[config.mk]
export PLATFORM = sky130hd
export DESIGN_NAME = rf_exec_ctrl
export DESIGN_NICKNAME = d
export VERILOG_FILES = /design/src/rtl/rf_exec_ctrl_pkg.sv /design/src/rtl/rf_exec_ctrl_alu16.sv /design/src/rtl/rf_exec_ctrl.sv
export SDC_FILE = /design/constraint.sdc
export NUM_CORES = 1
export LEC_CHECK = 0
export CORE_MARGIN = 2
export CORE_UTILIZATION = 25
export CTS_BUF_LIST = sky130_fd_sc_hd__clkbuf_16
export CTS_CLUSTER_SIZE = 28
export DETAILED_ROUTE_END_ITERATION = 6
export PLACE_DENSITY = 0.54
export SLEW_MARGIN = 30
export SYNTH_ARGS = -nofsm -noshare
export SYNTH_HDL_FRONTEND = slang
export SYNTH_SLANG_ARGS = --single-unit
[constraint.sdc]
create_clock -name clk -period 6.3 [get_ports clk]
set_clock_uncertainty 0.15 [all_clocks]
set_input_delay 1.26 -clock clk [delete_from_list [all_inputs] [get_ports clk]]
set_output_delay 1.26 -clock clk [all_outputs]
set_load 0.02 [all_outputs]
[src/rtl/rf_exec_ctrl_pkg.sv]
// Shared definitions for the register-file execution controller: opcodes,
// FSM state encoding and instruction field positions.
package rf_exec_ctrl_pkg;

  localparam int DATA_W = 16;

  typedef enum logic [1:0] {
    ST_IDLE = 2'd0,
    ST_READ = 2'd1,
    ST_EXEC = 2'd2,
    ST_WB   = 2'd3
  } state_e;

  localparam logic [3:0] OP_ADD = 4'd0;
  localparam logic [3:0] OP_SUB = 4'd1;
  localparam logic [3:0] OP_AND = 4'd2;
  localparam logic [3:0] OP_OR  = 4'd3;
  localparam logic [3:0] OP_XOR = 4'd4;
  localparam logic [3:0] OP_NOT = 4'd5;
  localparam logic [3:0] OP_SHL = 4'd6;
  localparam logic [3:0] OP_SHR = 4'd7;
  localparam logic [3:0] OP_LDI = 4'd8;
  localparam logic [3:0] OP_MOV = 4'd9;

  // Instruction word: op[15:12] wr_addr[11:9] rs_a[8:6] rs_b[5:3]; LDI imm9 = [8:0]
  localparam int OP_MSB  = 15;
  localparam int OP_LSB  = 12;
  localparam int WA_MSB  = 11;
  localparam int WA_LSB  = 9;
  localparam int RA_MSB  = 8;
  localparam int RA_LSB  = 6;
  localparam int RB_MSB  = 5;
  localparam int RB_LSB  = 3;
  localparam int IMM_MSB = 8;
  localparam int IMM_LSB = 0;

  function automatic logic op_legal(input logic [3:0] op);
    return (op <= OP_MOV);
  endfunction

endpackage

[src/rtl/rf_exec_ctrl_alu16.sv]
// Combinational 16-bit ALU: result plus carry/zero for every legal opcode.
module alu16
  import rf_exec_ctrl_pkg::*;
(
  input  logic [15:0] a,
  input  logic [15:0] b,
  input  logic [3:0]  op,
  input  logic [8:0]  imm9,
  output logic [15:0] result,
  output logic        carry,
  output logic        zero
);

  logic [16:0] sum17;

  always_comb begin
    sum17  = {1'b0, a} + {1'b0, b};
    result = 16'd0;
    carry  = 1'b0;
    case (op)
      OP_ADD: begin
        result = sum17[15:0];
        carry  = sum17[16];
      end
      OP_SUB: begin
        result = a - b;
        carry  = (a < b);
      end
      OP_AND: result = a & b;
      OP_OR:  result = a | b;
      OP_XOR: result = a ^ b;
      OP_NOT: result = ~a;
      OP_SHL: begin
        result = {a[14:0], 1'b0};
        carry  = a[15];
      end
      OP_SHR: begin
        result = {1'b0, a[15:1]};
        carry  = a[0];
      end
      OP_LDI: result = {7'd0, imm9};
      OP_MOV: result = a;
      default: begin
        result = 16'd0;
        carry  = 1'b0;
      end
    endcase
    zero = (result == 16'd0);
  end

endmodule

[src/rtl/rf_exec_ctrl.sv]
// Four-state controller that fetches operands from an external register file,
// executes one ALU operation and writes the result back.
module rf_exec_ctrl
  import rf_exec_ctrl_pkg::*;
#(
  parameter int WIDTH = 16
) (
  input  logic             clk,
  input  logic             reset,
  input  logic [15:0]      instr,
  input  logic             instr_valid,
  output logic             instr_ready,
  output logic [2:0]       rd_addr_a,
  output logic [2:0]       rd_addr_b,
  input  logic [WIDTH-1:0] d_out_a,
  input  logic [WIDTH-1:0] d_out_b,
  output logic             wr,
  output logic [2:0]       wr_addr,
  output logic [WIDTH-1:0] d_in,
  output logic             done,
  output logic             err,
  output logic             zero,
  output logic             carry,
  output state_e           dbg_state
);

  // Handshake: instr is taken on a rising edge where instr_valid && instr_ready;
  // instr_ready is high only in IDLE, so instr is ignored in all other states.

  state_e      state_q, state_d;
  logic [15:0] instr_q, instr_d;
  logic [15:0] a_q, a_d;
  logic [15:0] b_q, b_d;
  logic [15:0] result_q, result_d;
  logic        zero_q, zero_d;
  logic        carry_q, carry_d;

  logic [15:0] alu_result;
  logic        alu_carry;
  logic        alu_zero;
  logic        legal;

  assign legal = op_legal(instr_q[OP_MSB:OP_LSB]);

  alu16 u_alu (
    .a      (a_q),
    .b      (b_q),
    .op     (instr_q[OP_MSB:OP_LSB]),
    .imm9   (instr_q[IMM_MSB:IMM_LSB]),
    .result (alu_result),
    .carry  (alu_carry),
    .zero   (alu_zero)
  );

  always_comb begin
    state_d  = state_q;
    instr_d  = instr_q;
    a_d      = a_q;
    b_d      = b_q;
    result_d = result_q;
    zero_d   = zero_q;
    carry_d  = carry_q;
    case (state_q)
      ST_IDLE: begin
        if (instr_valid) begin
          instr_d = instr;
          state_d = ST_READ;
        end
      end
      ST_READ: begin
        a_d     = d_out_a;
        b_d     = d_out_b;
        state_d = ST_EXEC;
      end
      ST_EXEC: begin
        // Illegal opcodes leave result and flags untouched.
        if (legal) begin
          result_d = alu_result;
          zero_d   = alu_zero;
          carry_d  = alu_carry;
        end
        state_d = ST_WB;
      end
      ST_WB: begin
        state_d = ST_IDLE;
      end
      default: state_d = ST_IDLE;
    endcase
  end

  always_ff @(posedge clk or posedge reset) begin
    if (reset) begin
      state_q  <= ST_IDLE;
      instr_q  <= 16'd0;
      a_q      <= 16'd0;
      b_q      <= 16'd0;
      result_q <= 16'd0;
      zero_q   <= 1'b0;
      carry_q  <= 1'b0;
    end else begin
      state_q  <= state_d;
      instr_q  <= instr_d;
      a_q      <= a_d;
      b_q      <= b_d;
      result_q <= result_d;
      zero_q   <= zero_d;
      carry_q  <= carry_d;
    end
  end

  // Strobes decode only registered state so they cannot glitch.
  assign instr_ready = (state_q == ST_IDLE);
  assign done        = (state_q == ST_WB);
  assign wr          = (state_q == ST_WB) && legal;
  assign err         = (state_q == ST_WB) && !legal;
  assign rd_addr_a   = instr_q[RA_MSB:RA_LSB];
  assign rd_addr_b   = instr_q[RB_MSB:RB_LSB];
  assign wr_addr     = instr_q[WA_MSB:WA_LSB];
  assign d_in        = result_q;
  assign zero        = zero_q;
  assign carry       = carry_q;
  assign dbg_state   = state_q;

endmodule

# Yosys cells after proc, flatten, opt, wreduce, memory -nomap -nowiden
# Index checks and enable logic that the tools add are counted.
[op_classes] order_cmp=2 muxes=4 div=0 n_eq_ne=13 n_reduce_logical=8 n_shift=0 bitwise=4 addsub=2 multipliers=0
[ops] op="$pmux W16 S10" n=1
[ops] op="$add A16 B16 Y17" n=1
[ops] op="$and A16 B16 Y16" n=1
[ops] op="$eq A4 B3 Y1 const B" n=4
[ops] op="$logic_not A16 Y1" n=1
[ops] op="$lt A16 B16 Y1" n=1
[ops] op="$not A16 Y16" n=1
[ops] op="$or A16 B16 Y16" n=1
[ops] op="$sub A16 B16 Y16" n=1
[ops] op="$xor A16 B16 Y16" n=1
[ops] op="$eq A4 B2 Y1 const B" n=2
[ops] op="$eq A4 B4 Y1 const B" n=2
[ops] op="$pmux W2 S4" n=1
[ops] op="$eq A2 B2 Y1 const B" n=2
[ops] op="$eq A4 B1 Y1 const B" n=1
[ops] op="$le A4 B4 Y1 const B" n=1
[ops] op="$logic_not A4 Y1" n=1
[ops] op="$pmux W1 S4" n=1
[ops] op="$reduce_and A2 Y1" n=2
[ops] op="$eq A2 B1 Y1 const B" n=1
[ops] op="$logic_and A1 B1 Y1" n=2
[ops] op="$logic_not A2 Y1" n=1
[ops] op="$mux W2" n=1
[ops] op="$ne A2 B2 Y1 const B" n=1
[ops] op="$logic_not A1 Y1" n=1
[totals] reg_bits=68 out_inout_bits=33 in_bits=51 ramBits=0 mem_bits_ro=0 n_memories=0 latch_bits=0

# Depth between registers and ports, before layout
# Gate-level depths: netlist of run 1.
[logic_depth] depth_word=3 depth_mapped=13

# Hierarchy
# Synthesis of run 1 repeated with hierarchy kept, for this count alone.
[unflattened] cells_unflattened=737 area_unflattened_um2=6343.6
[modules_own_cells] module="alu16" area_per_inst_um2=3463.3 instances=1 cells_per_inst=528
[modules_own_cells] module="rf_exec_ctrl" area_per_inst_um2=2880.3 instances=1 cells_per_inst=209

# Least setup slack after synthesis of run 1
# OpenSTA, ideal clock, no wires.
[synth_timing] kind="register -> register" startpoint="register a_q[5]" endpoint="register zero_q (netlist: zero)" path_stages_with_launch=13 path_buffers=1 setup_ps=66 t_required_ps=6084 synth_period_minus_slack_ps=2981 setup_slack_ps=3319 t_arrival_ps=2765 path_cell_list="dfrtp_1 inv_1 ha_1 buf_6 o21a_1 nor2_2 or3_4 or3_1 a311o_1 mux2i_1 o21ai_1 nor4_2 a32o_2"
[synth_via] elab_chain_cells=3 word_cells_on_any_way=8
[synth_lines] element="start, declared" line="rf_exec_ctrl.sv:32" text="logic [15:0] a_q, a_d;"
[synth_lines] element="start signal, assigned" line="rf_exec_ctrl.sv:95" text="a_q <= 16'd0;"
[synth_lines] element="start signal, assigned" line="rf_exec_ctrl.sv:103" text="a_q <= a_d;"
[synth_lines] element="$sub A16 B16 Y16, or another cell as far along" line="rf_exec_ctrl_alu16.sv:26" text="result = a - b;"
[synth_lines] element="$pmux W16 S10 *" line="rf_exec_ctrl_alu16.sv:20" text="case (op)"
[synth_lines] element="$logic_not A16 Y1 *" line="rf_exec_ctrl_alu16.sv:48" text="zero = (result == 16'd0);"
[synth_lines] element="end signal, assigned" line="rf_exec_ctrl.sv:106" text="zero_q <= zero_d;"
[synth_lines] element="end, declared" line="rf_exec_ctrl.sv:35" text="logic zero_q, zero_d;"
# Every way passes the cells marked *; elsewhere a longest branch is shown, timed or not.
# A chain may end at the register's enable or synchronous reset.

# Worst setup path in the final report of run 1
[layout_timing] startpoint="register instr_q[14]" endpoint="output port wr"
[layout_via] elab_chain_cells=2
[layout_lines] element="start, declared" line="rf_exec_ctrl.sv:31" text="logic [15:0] instr_q, instr_d;"
[layout_lines] element="start signal, assigned" line="rf_exec_ctrl.sv:102" text="instr_q <= instr_d;"
[layout_lines] element="$le A4 B4 Y1" line="rf_exec_ctrl_pkg.sv:38" text="return (op <= OP_MOV);"
[layout_lines] element="$logic_and A1 B1 Y1" line="rf_exec_ctrl.sv:114" text="assign wr = (state_q == ST_WB) && legal;"
[layout_lines] element="end, declared" line="rf_exec_ctrl.sv:17" text="output logic wr,"
# Every way passes these cells.

==> reports/qor.csv, run 1 <==
stage,metric,value,unit
synthesis,Post-Syn Area,6020,um^2
sta,final hold violations,0,
synthesis,main area contributors after synthesis,"dfrtp_1 (28%), ha_1 (11%), o21ai_0 (5.5%), mux2_2 (5.0%), nand2_1 (4.6%)",
sta,part of the cycle the worst path needs,62.8,%
synthesis,Synth Area in Adders,11.9,%
global_route,first-pass GRT wire length,32.1,mm
worst_setup_path,Startpoint Class,flop,
global_route,GR Util All Layers,16.0,%
worst_setup_path,CP Capture Type,output pin,
synthesis,main flop type after synthesis,dfrtp_1,
global_route,initial antenna violation count,0,
route,drt via density,5.21,
clock_tree,Post-CTS Setup Bufs,0,
sta,clock period minus worst slack,3960,ps
synthesis,Yosys reg bits,68,
run_status,outcome,"complete, no violations",
floorplan,Starting Density,25.6,%
placed_design,gpl congestion,0.887,
placed_design,number of I/O port buffers,83,
synthesis,"count leader, synth",nand2_1,
sta,Setup TNS,0,ps
sta,Max Transition Viols Final,0,
synthesis,post-synthesis xor/xnor area fraction,0.291,%
sta,final setup vio count,0,
layout,register area,1700,um^2
synthesis,Post-synth EDFFs,0,
sta,fmax,0.253,GHz
layout,area grow syn2layout,20.8,%
route,Antenna Nets Post-Route,0,
route,vias after detailed routing,5667,
clock_tree,CTS Buffer Depth,2,
clock_tree,Num CTS Buffers,9,
synthesis,syn avg cell area,8.42,um^2
route,final WL,20.2,mm
layout,share of cells above drive strength 1,8.97,%
synthesis,"Net Count, Synth",822,
route,Iteration-0 DRC Markers,476,
route,drt wl/cell,18.6,um
floorplan,height of the die,159,um
clock_tree,worst-skew pair later-pin latency,350,ps
worst_hold_path,Hold Path Class,reg -> reg,
clock_tree,post-CTS sizing,0,
synthesis,combinational family with the most area after synthesis,compound AO/OA/AOI/OAI gates,
clock_tree,clk root buf,clkbuf_16,
global_route,global route overflow,0,
global_route,number of global-route vias before repair,5671,
synthesis,YS warnings,0,
sta,worst-margin pin slew,974,ps
synthesis,sequential element share of the synthesized area,28.3,%
worst_setup_path,CP Class,reg -> out,
sta,Slew Limit Headroom,34.9,%
synthesis,unique cell type count in the Yosys netlist,84,
layout,diodes inserted,0,
floorplan,Site Rows,56,
synthesis,Compound-Gate Fraction of Synth Area,25.7,%
worst_setup_path,Worst Path Arrival,2550,ps
synthesis,multiplexer share of the synthesized area,7.71,%
floorplan,die width,159,um
global_route,largest net degree at the start of global routing,69,
synthesis,ys async rst share,100,%
floorplan,Ports,84,
synthesis,Commonest cells post-synth,"nand2_1 (73), dfrtp_1 (68), o21ai_0 (66), ha_1 (54), inv_1 (53)",
route,DR pass1 iterations,6,
clock_tree,CTS tree,yes,
clock_tree,"CTS clk-pin slew, worst paths",60,ps
synthesis,simple-gate share of the synthesized area,17.3,%
route,Remaining DRCs,0,
placed_design,Setup WS pre-CTS,2550,ps
synthesis,Syn Inst Count,715,
sta,RSZ-0062 raised after global routing,false,
clock_tree,Post-CTS Hold Fix Bufs,0,
synthesis,Yosys top cell area share,28.3,%
sta,final worst-path setup slack,2340,ps
placed_design,DP HPWL,15.2,mm
clock_tree,H-Tree Depth,3,
layout,Nets,871,
floorplan,Core ar.,23500,um^2
layout,Multi-input gate area,3820,um^2
worst_setup_path,worst path required time,4890,ps
clock_tree,Clock Sinks,68,
layout,Layout fillers,2581,
floorplan,die area,25300,um^2
synthesis,"area leader, netlist",dfrtp_1,
worst_setup_path,CP Max Fanout,25,
flow_run,Max Cap Viol,0,
==> layout make-up <==
cell class	instances	share of cell area, %
multi-input cells	542	52.6
flip-flops and latches	68	23.4
repair buffers	90	12.2
well taps	319	5.49
clock buffers	9	3.10
inverters	53	2.74
clock inverters	7	0.482
==> kinds of logic (layout without fill, tap and decap cells) <==
| family | after synthesis | after routing |
|---|---|---|
| XOR/XNOR | 2 | 2 |
| AO/OA/AOI/OAI | 233 | 233 |
| flip-flops | 68 | 68 |
| multiplexers | 43 | 43 |
| adder cells (fa/ha/maj) | 56 | 56 |
| AND/OR/NAND/NOR | 208 | 208 |
| buffers and inverters | 105 | 159 |
==> worst max-delay path, cell delays in order, from the launching register on <==
cell             delay (ps)
dfrtp_1                 980
o21ai_0                 400
and2_1                  280
clkdlybuf4s50_1         530
==> through the flow <==
stage / instances / util, % / hold WS (ps) / instance area (um^2)
final: 1088 / 30.9 / 327 / 7270
after global routing: 1088 / 30.9 / 373 / 7270
after detailed placement: 1072 / 29.8 / 324 / 7010
after CTS: 1088 / 30.9 / 337 / 7270
after floorplan: 715 / - / 322 / 6020
after global placement: 1072 / 29.7 / 320 / 7000
==> registers in the layout, indices dropped and copies added, names as in the netlist <==
register / flops
dbg_state: 2
carry: 1
b_q: 16
a_q: 16
d_in: 16
instr_q: 16
zero: 1
==> metal layers <==
layer / wire (um) / GRT usage [%] / share of wire (%) / vias to the layer above
met2: 9130 / 25.6 / 45 / 209
met5: 0 / 0 / 0 / -
met4: 643 / 7.02 / 3.2 / 0
met3: 1160 / 3.18 / 5.7 / 37
li1: - / - / - / 2677
met1: 9320 / 21.0 / 46 / 2744
==> layout by cell type (no fill, tap or decap), types with 4 or more instances in the layout <==
cell type,instances
clkdlybuf4s50_1,83
nand2_1,73
dfrtp_1,68
o21ai_0,66
inv_1,53
ha_1,53
a21oi_1,49
nor2_1,42
mux2_2,27
mux2i_1,16
nand2b_1,15
nor2b_1,14
a211oi_1,12
nor3_1,12
nand3_1,10
a32oi_1,9
o221ai_1,9
clkbuf_16,9
a31oi_1,8
a22oi_1,8
a21o_1,8
o22ai_1,6
o211ai_1,6
buf_4,6
o21a_1,5
o31ai_1,5
or3_1,5
nor3b_1,4
clkinv_2,4
==> final timing paths <==
kind	startpoint	end	slack [ps]	depth (start not counted)
max	instr_q[14]$_DFFE_PP0P_	wr	2340	3
min	d_in[10]$_DFFE_PP0P_	d_in[10]$_DFFE_PP0P_	330	2
max reg2reg	instr_q[14]$_DFFE_PP0P_	zero$_DFFE_PP0P_	2440	9
min reg2reg	d_in[10]$_DFFE_PP0P_	d_in[10]$_DFFE_PP0P_	330	2
max in group asynchronous	reset	d_in[13]$_DFFE_PP0P_	4310	3
min in group asynchronous	reset	dbg_state[0]$_DFFE_PP0P_	1240	3
Power of run 1 is left out: the tool's default activity adds up to more than one toggle a clock period on the data nets, which glitch-free logic cannot reach.
==> inputs of run 2 (changes only) <==
Settings changed: PLACE_DENSITY 0.54 to 0.55.
Clock period 6.3 ns to 3.2 ns, I/O delays scaled along.
==> reports/qor.csv, run 2 (synthesis gave the netlist of run 1 again) <==
stage,metric,value,unit,change
run_status,outcome,"complete, no violations",,unchanged
route,Iteration-0 DRC Markers,534,,was 476
worst_setup_path,r2r worst-path depth,14,,was 9
floorplan,die area,25300,um^2,unchanged
route,drt via density,5.06,,was 5.21
worst_setup_path,CP dominant cell by count,buf_4,,
clock_tree,"CTS clk-pin slew, worst paths",60,ps,about the same
sta,RSZ-0062 raised after global routing,true,,was false
route,Antenna Nets Post-Route,0,,unchanged
sta,final hold violations,0,,unchanged
placed_design,DP HPWL,16.4,mm,was 15.2 mm
sta,clock period minus worst slack,3140,ps,
layout,most frequent cells in the layout,"buf_4 (108), clkdlybuf4s50_1 (83), nand2_1 (72), dfrtp_1 (67), o21ai_0 (60)",,"was clkdlybuf4s50_1 (83), nand2_1 (73), dfrtp_1 (68), o21ai_0 (66)"
worst_setup_path,Worst Path Arrival,3230,ps,was 2550 ps
placed_design,Setup WS pre-CTS,-157,ps,was 2550 ps
sta,final setup vio count,0,,unchanged
floorplan,Site Rows,56,,unchanged
floorplan,Starting Density,25.6,%,unchanged
layout,"commonest non-fill, non-tap cell in the layout",buf_4,,was clkdlybuf4s50_1
worst_setup_path,CP Class,reg -> reg,,was reg -> out
global_route,global route overflow,0,,unchanged
worst_setup_path,max incr delay on CP,420,ps,was 980 ps
worst_hold_path,WHS Path Cells,2,,unchanged
layout,diodes inserted,0,,unchanged
layout,area grow syn2layout,36.9,%,was 20.8%
sta,part of the cycle the worst path needs,98.1,%,
clock_tree,Clock Sinks,68,,unchanged
sta,Max Transition Viols Final,0,,unchanged
floorplan,Ports,84,,unchanged
global_route,initial antenna violation count,0,,unchanged
clock_tree,CTS Buffer Depth,2,,unchanged
clock_tree,clk root buf,clkbuf_16,,unchanged
worst_setup_path,sequence of cells on the critical path,"buf_4, ha_1, inv_1, fa_1, nor2b_2, o211ai_1, nand2b_1, a2111o_1, a32oi_1, o21ai_0, buf_4, nand4_1, nor4_2, a32o_2",,"was o21ai_0, and2_1, clkdlybuf4s50_1"
worst_setup_path,worst path required time,3290,ps,was 4890 ps
route,vias after detailed routing,6029,,was 5667
route,DR pass1 iterations,5,,was 6
sta,worst-margin pin slew,666,ps,was 974 ps
placed_design,gpl congestion,0.920,,was 0.887
layout,Nets,974,,was 871
clock_tree,CTS tree,yes,,unchanged
sta,final worst-path setup slack,60.3,ps,was 2340 ps
worst_hold_path,Hold Path Class,reg -> reg,,unchanged
global_route,largest net degree at the start of global routing,69,,unchanged
worst_setup_path,CP Max Fanout,5,,was 25
global_route,GR Util All Layers,16.6,%,was 16.0%
worst_setup_path,Crit-path slowest cell,a2111o_1,,was dfrtp_1
global_route,number of global-route vias before repair,5945,,was 5671
floorplan,height of the die,159,um,unchanged
worst_setup_path,CP Capture Type,flop,,was output pin
sta,hold_ws,328,ps,was 327 ps
flow_run,Max Cap Viol,0,,unchanged
floorplan,Core ar.,23500,um^2,unchanged
clock_tree,Num CTS Buffers,9,,unchanged
floorplan,die width,159,um,unchanged
sta,Slew Limit Headroom,55.5,%,was 34.9%
clock_tree,H-Tree Depth,3,,unchanged
layout,share of cells above drive strength 1,24.2,%,was 8.97%
worst_setup_path,Startpoint Class,flop,,unchanged
route,Remaining DRCs,0,,unchanged
route,drt wl/cell,17.7,um,was 18.6 um
route,final WL,21.1,mm,was 20.2 mm
sta,fmax,0.318,GHz,
clock_tree,worst-skew pair later-pin latency,350,ps,about the same
global_route,first-pass GRT wire length,33.5,mm,was 32.1 mm
sta,Setup TNS,0,ps,unchanged
placed_design,number of I/O port buffers,83,,unchanged
==> run 2: cell types whose count changed in the layout (fill, tap and decap cells not counted), moves of 3 or more <==
cell / change
buf_4: +102
o21ai_0: -6
a21oi_1: -4
a21oi_2: +4
o21ai_2: +4
a31oi_1: -3
a31oi_2: +3
ha_1: -3
ha_2: +3
nor4_2: +3
o221ai_1: -3
o221ai_2: +3
==> run 2: worst max-delay path: cells and delay by family (launching register included) <==
family | cells | cell delay [ps]
fa+ha+maj | 2 | 430
flops | 1 | 370
buf+inv | 3 | 380
simple gates | 4 | 360
compound gates | 5 | 1320
==> run 2: area by class of cell <==
class,instances,area (um^2)
fillers,2539,15300
multi-input cells,542,3970
flip-flops and latches,68,1700
repair buffers,193,1680
well taps,319,399
clock buffers,9,225
inverters,53,199
clock inverters,7,67.6
==> run 2: path summary, 6_finish.rpt <==
kind                                      start                  endpoint  slack [ps]
max in group asynchronous                 reset        b_q[7]$_DFFE_PP0N_        2050
min                        d_in[12]$_DFFE_PP0P_      d_in[12]$_DFFE_PP0P_         330
max                          a_q[0]$_DFFE_PP0N_          zero$_DFFE_PP0P_          60
min reg2reg                d_in[12]$_DFFE_PP0P_      d_in[12]$_DFFE_PP0P_         330
max reg2reg                  a_q[0]$_DFFE_PP0N_          zero$_DFFE_PP0P_          60
min in group asynchronous                 reset  dbg_state[1]$_DFFE_PP0P_         530
==> run 2: repair_timing <==
item,4_1_cts,5_1_grt
pin swaps,4,10
resized for setup,15,32
setup buffers,1,3
endpoints found under the setup margin,4,9
hold endpoints to repair,0,0
hold buffers,0,0
==> run 2: through the flow <==
stage,std cells,instance area (um^2),util [%]
6_report,1191,8250,35.0
5_1_grt,1191,8250,35.0
4_1_cts,1188,8120,34.5
3_5_place_dp,1171,7750,32.9
3_3_place_gp,1171,7750,32.9
2_1_floorplan,715,6020,-
==> run 2: layer usage <==
metal | track usage [%] | share of wire (%) | wire (um) | vias up
li1 | - | - | - | 2890
met1 | 22.7 | 47 | 9990 | 2913
met2 | 26.4 | 46 | 9640 | 195
met3 | 3.36 | 5.0 | 1060 | 31
met4 | 4.55 | 2.0 | 422 | 0
met5 | 0 | 0 | 0 | -
Power of run 2 is left out for the same reason.
==> inputs of run 3 (changes only) <==
Settings changed: GPL_ROUTABILITY_DRIVEN from default to 0.
==> reports/qor.csv, run 3 (synthesis gave the netlist of run 1 again) <==
stage,metric,value,unit,change
floorplan,height of the die,159,um,unchanged
floorplan,die width,159,um,unchanged
placed_design,DP HPWL,16.1,mm,was 16.4 mm
worst_setup_path,CP Class,reg -> reg,,unchanged
floorplan,Site Rows,56,,unchanged
worst_setup_path,CP Max Fanout,5,,unchanged
layout,Layout fillers,2493,,was 2539
sta,hold_ws,332,ps,was 328 ps
flow_run,Max Cap Viol,0,,unchanged
layout,most frequent cells in the layout,"buf_4 (101), clkdlybuf4s50_1 (83), nand2_1 (72), dfrtp_1 (67), o21ai_0 (61)",,"was buf_4 (108), clkdlybuf4s50_1 (83), nand2_1 (72), dfrtp_1 (67), o21ai_0 (60)"
floorplan,Starting Density,25.6,%,unchanged
route,final WL,20.8,mm,was 21.1 mm
sta,Max Transition Viols Final,0,,unchanged
global_route,initial antenna violation count,0,,unchanged
route,Iteration-0 DRC Markers,497,,was 534
run_status,outcome,"complete, no violations",,unchanged
clock_tree,Num CTS Buffers,9,,unchanged
floorplan,Ports,84,,unchanged
layout,Nets,967,,was 974
sta,part of the cycle the worst path needs,96.0,%,was 98.1%
route,DR pass1 iterations,6,,was 5
layout,Layout Cell Area excl Fill,8210,um^2,was 8250 um^2
placed_design,Post-Place Cells,1161,,was 1171
worst_setup_path,Startpoint Class,flop,,unchanged
layout,fin cells,1184,,was 1191
clock_tree,Post-CTS Hold Fix Bufs,0,,unchanged
sta,final hold violations,0,,unchanged
sta,final setup vio count,0,,unchanged
global_route,largest net degree at the start of global routing,39,,was 69
layout,area grow syn2layout,36.4,%,was 36.9%
route,drt via density,5.12,,was 5.06
global_route,global route overflow,0,,unchanged
route,Antenna Nets Post-Route,0,,unchanged
sta,Setup TNS,0,ps,unchanged
worst_setup_path,CP Capture Type,flop,,unchanged
clock_tree,Clock Sinks,68,,unchanged
clock_tree,CTS tree,yes,,unchanged
worst_setup_path,Worst Path Arrival,3160,ps,was 3230 ps
global_route,GR Util All Layers,16.2,%,was 16.6%
sta,fmax,0.326,GHz,was 0.318 GHz
placed_design,placed inst area,7670,um^2,was 7750 um^2
clock_tree,clk root buf,clkbuf_16,,unchanged
layout,share of cells above drive strength 1,23.6,%,was 24.2%
route,drt wl/cell,17.6,um,was 17.7 um
worst_hold_path,Hold Path Class,reg -> reg,,unchanged
layout,diodes inserted,0,,unchanged
floorplan,Core ar.,23500,um^2,unchanged
route,vias after detailed routing,6057,,was 6029
clock_tree,"CTS clk-pin slew, worst paths",60,ps,about the same
global_route,number of global-route vias before repair,6074,,was 5945
floorplan,die area,25300,um^2,unchanged
clock_tree,worst-skew pair later-pin latency,350,ps,about the same
clock_tree,H-Tree Depth,3,,unchanged
sta,clock period minus worst slack,3070,ps,was 3140 ps
placed_design,number of I/O port buffers,83,,unchanged
clock_tree,CTS Buffer Depth,2,,unchanged
sta,worst-margin pin slew,780,ps,was 666 ps
sta,Slew Limit Headroom,47.9,%,was 55.5%
global_route,first-pass GRT wire length,33.0,mm,was 33.5 mm
layout,"commonest non-fill, non-tap cell in the layout",buf_4,,unchanged
route,Remaining DRCs,0,,unchanged
worst_setup_path,worst path required time,3290,ps,about the same
==> run 3: metal layers <==
| layer | vias up | wire (um) | global-route usage (%) |
|---|---|---|---|
| met5 | - | 0 | 0 |
| met1 | 2918 | 9470 | 21.6 |
| met3 | 34 | 1340 | 3.86 |
| met4 | 0 | 466 | 5.04 |
| met2 | 240 | 9520 | 25.9 |
| li1 | 2865 | - | - |
==> run 3: cell type report <==
cell class	count	area [um^2]	area share, %
clock inverters	7	51.3	0.625
multi-input cells	542	4010	48.8
clock buffers	9	225	2.74
repair buffers	186	1630	19.8
flip-flops and latches	68	1700	20.7
well taps	319	399	4.86
inverters	53	199	2.42
==> run 3: metrics by stage <==
step	setup WS, ps	util [%]
after CTS	6.50	34.0
after floorplan	219	-
after detailed placement	-119	32.6
after global routing	-20.7	34.9
after global placement	-57.4	32.6
final	128	34.9
==> run 3: critical path: stages (launching register included) <==
cell and delay [ps]:
dfrtp_1 380, buf_4 160, ha_4 160, inv_1 70, fa_2 230, nor2b_2 60
o211ai_1 380, nand2b_1 130, a2111o_1 400, a32oi_1 180, o21ai_1 100, buf_4 150
nand4_1 100, nor4_2 40, a32o_2 270
==> run 3: final timing paths <==
check,from,depth (start not counted),end,slack [ps]
setup / recovery,a_q[0]$_DFFE_PP0N_,14,zero$_DFFE_PP0P_,130
hold / removal,d_in[2]$_DFFE_PP0P_,2,d_in[2]$_DFFE_PP0P_,330
setup reg to reg,a_q[0]$_DFFE_PP0N_,14,zero$_DFFE_PP0P_,130
hold reg to reg,d_in[2]$_DFFE_PP0P_,2,d_in[2]$_DFFE_PP0P_,330
max in group asynchronous,reset,3,b_q[7]$_DFFE_PP0N_,1640
min in group asynchronous,reset,2,b_q[15]$_DFFE_PP0N_,610
==> run 3: timing repair <==
action                                  4_1_cts  5_1_grt
pin swaps                                     2       20
hold endpoints to repair                      0        0
endpoints found under the setup margin        5        9
gates resized for setup                      12       39
buffers inserted                              0        7
Power of run 3 is left out for the same reason.
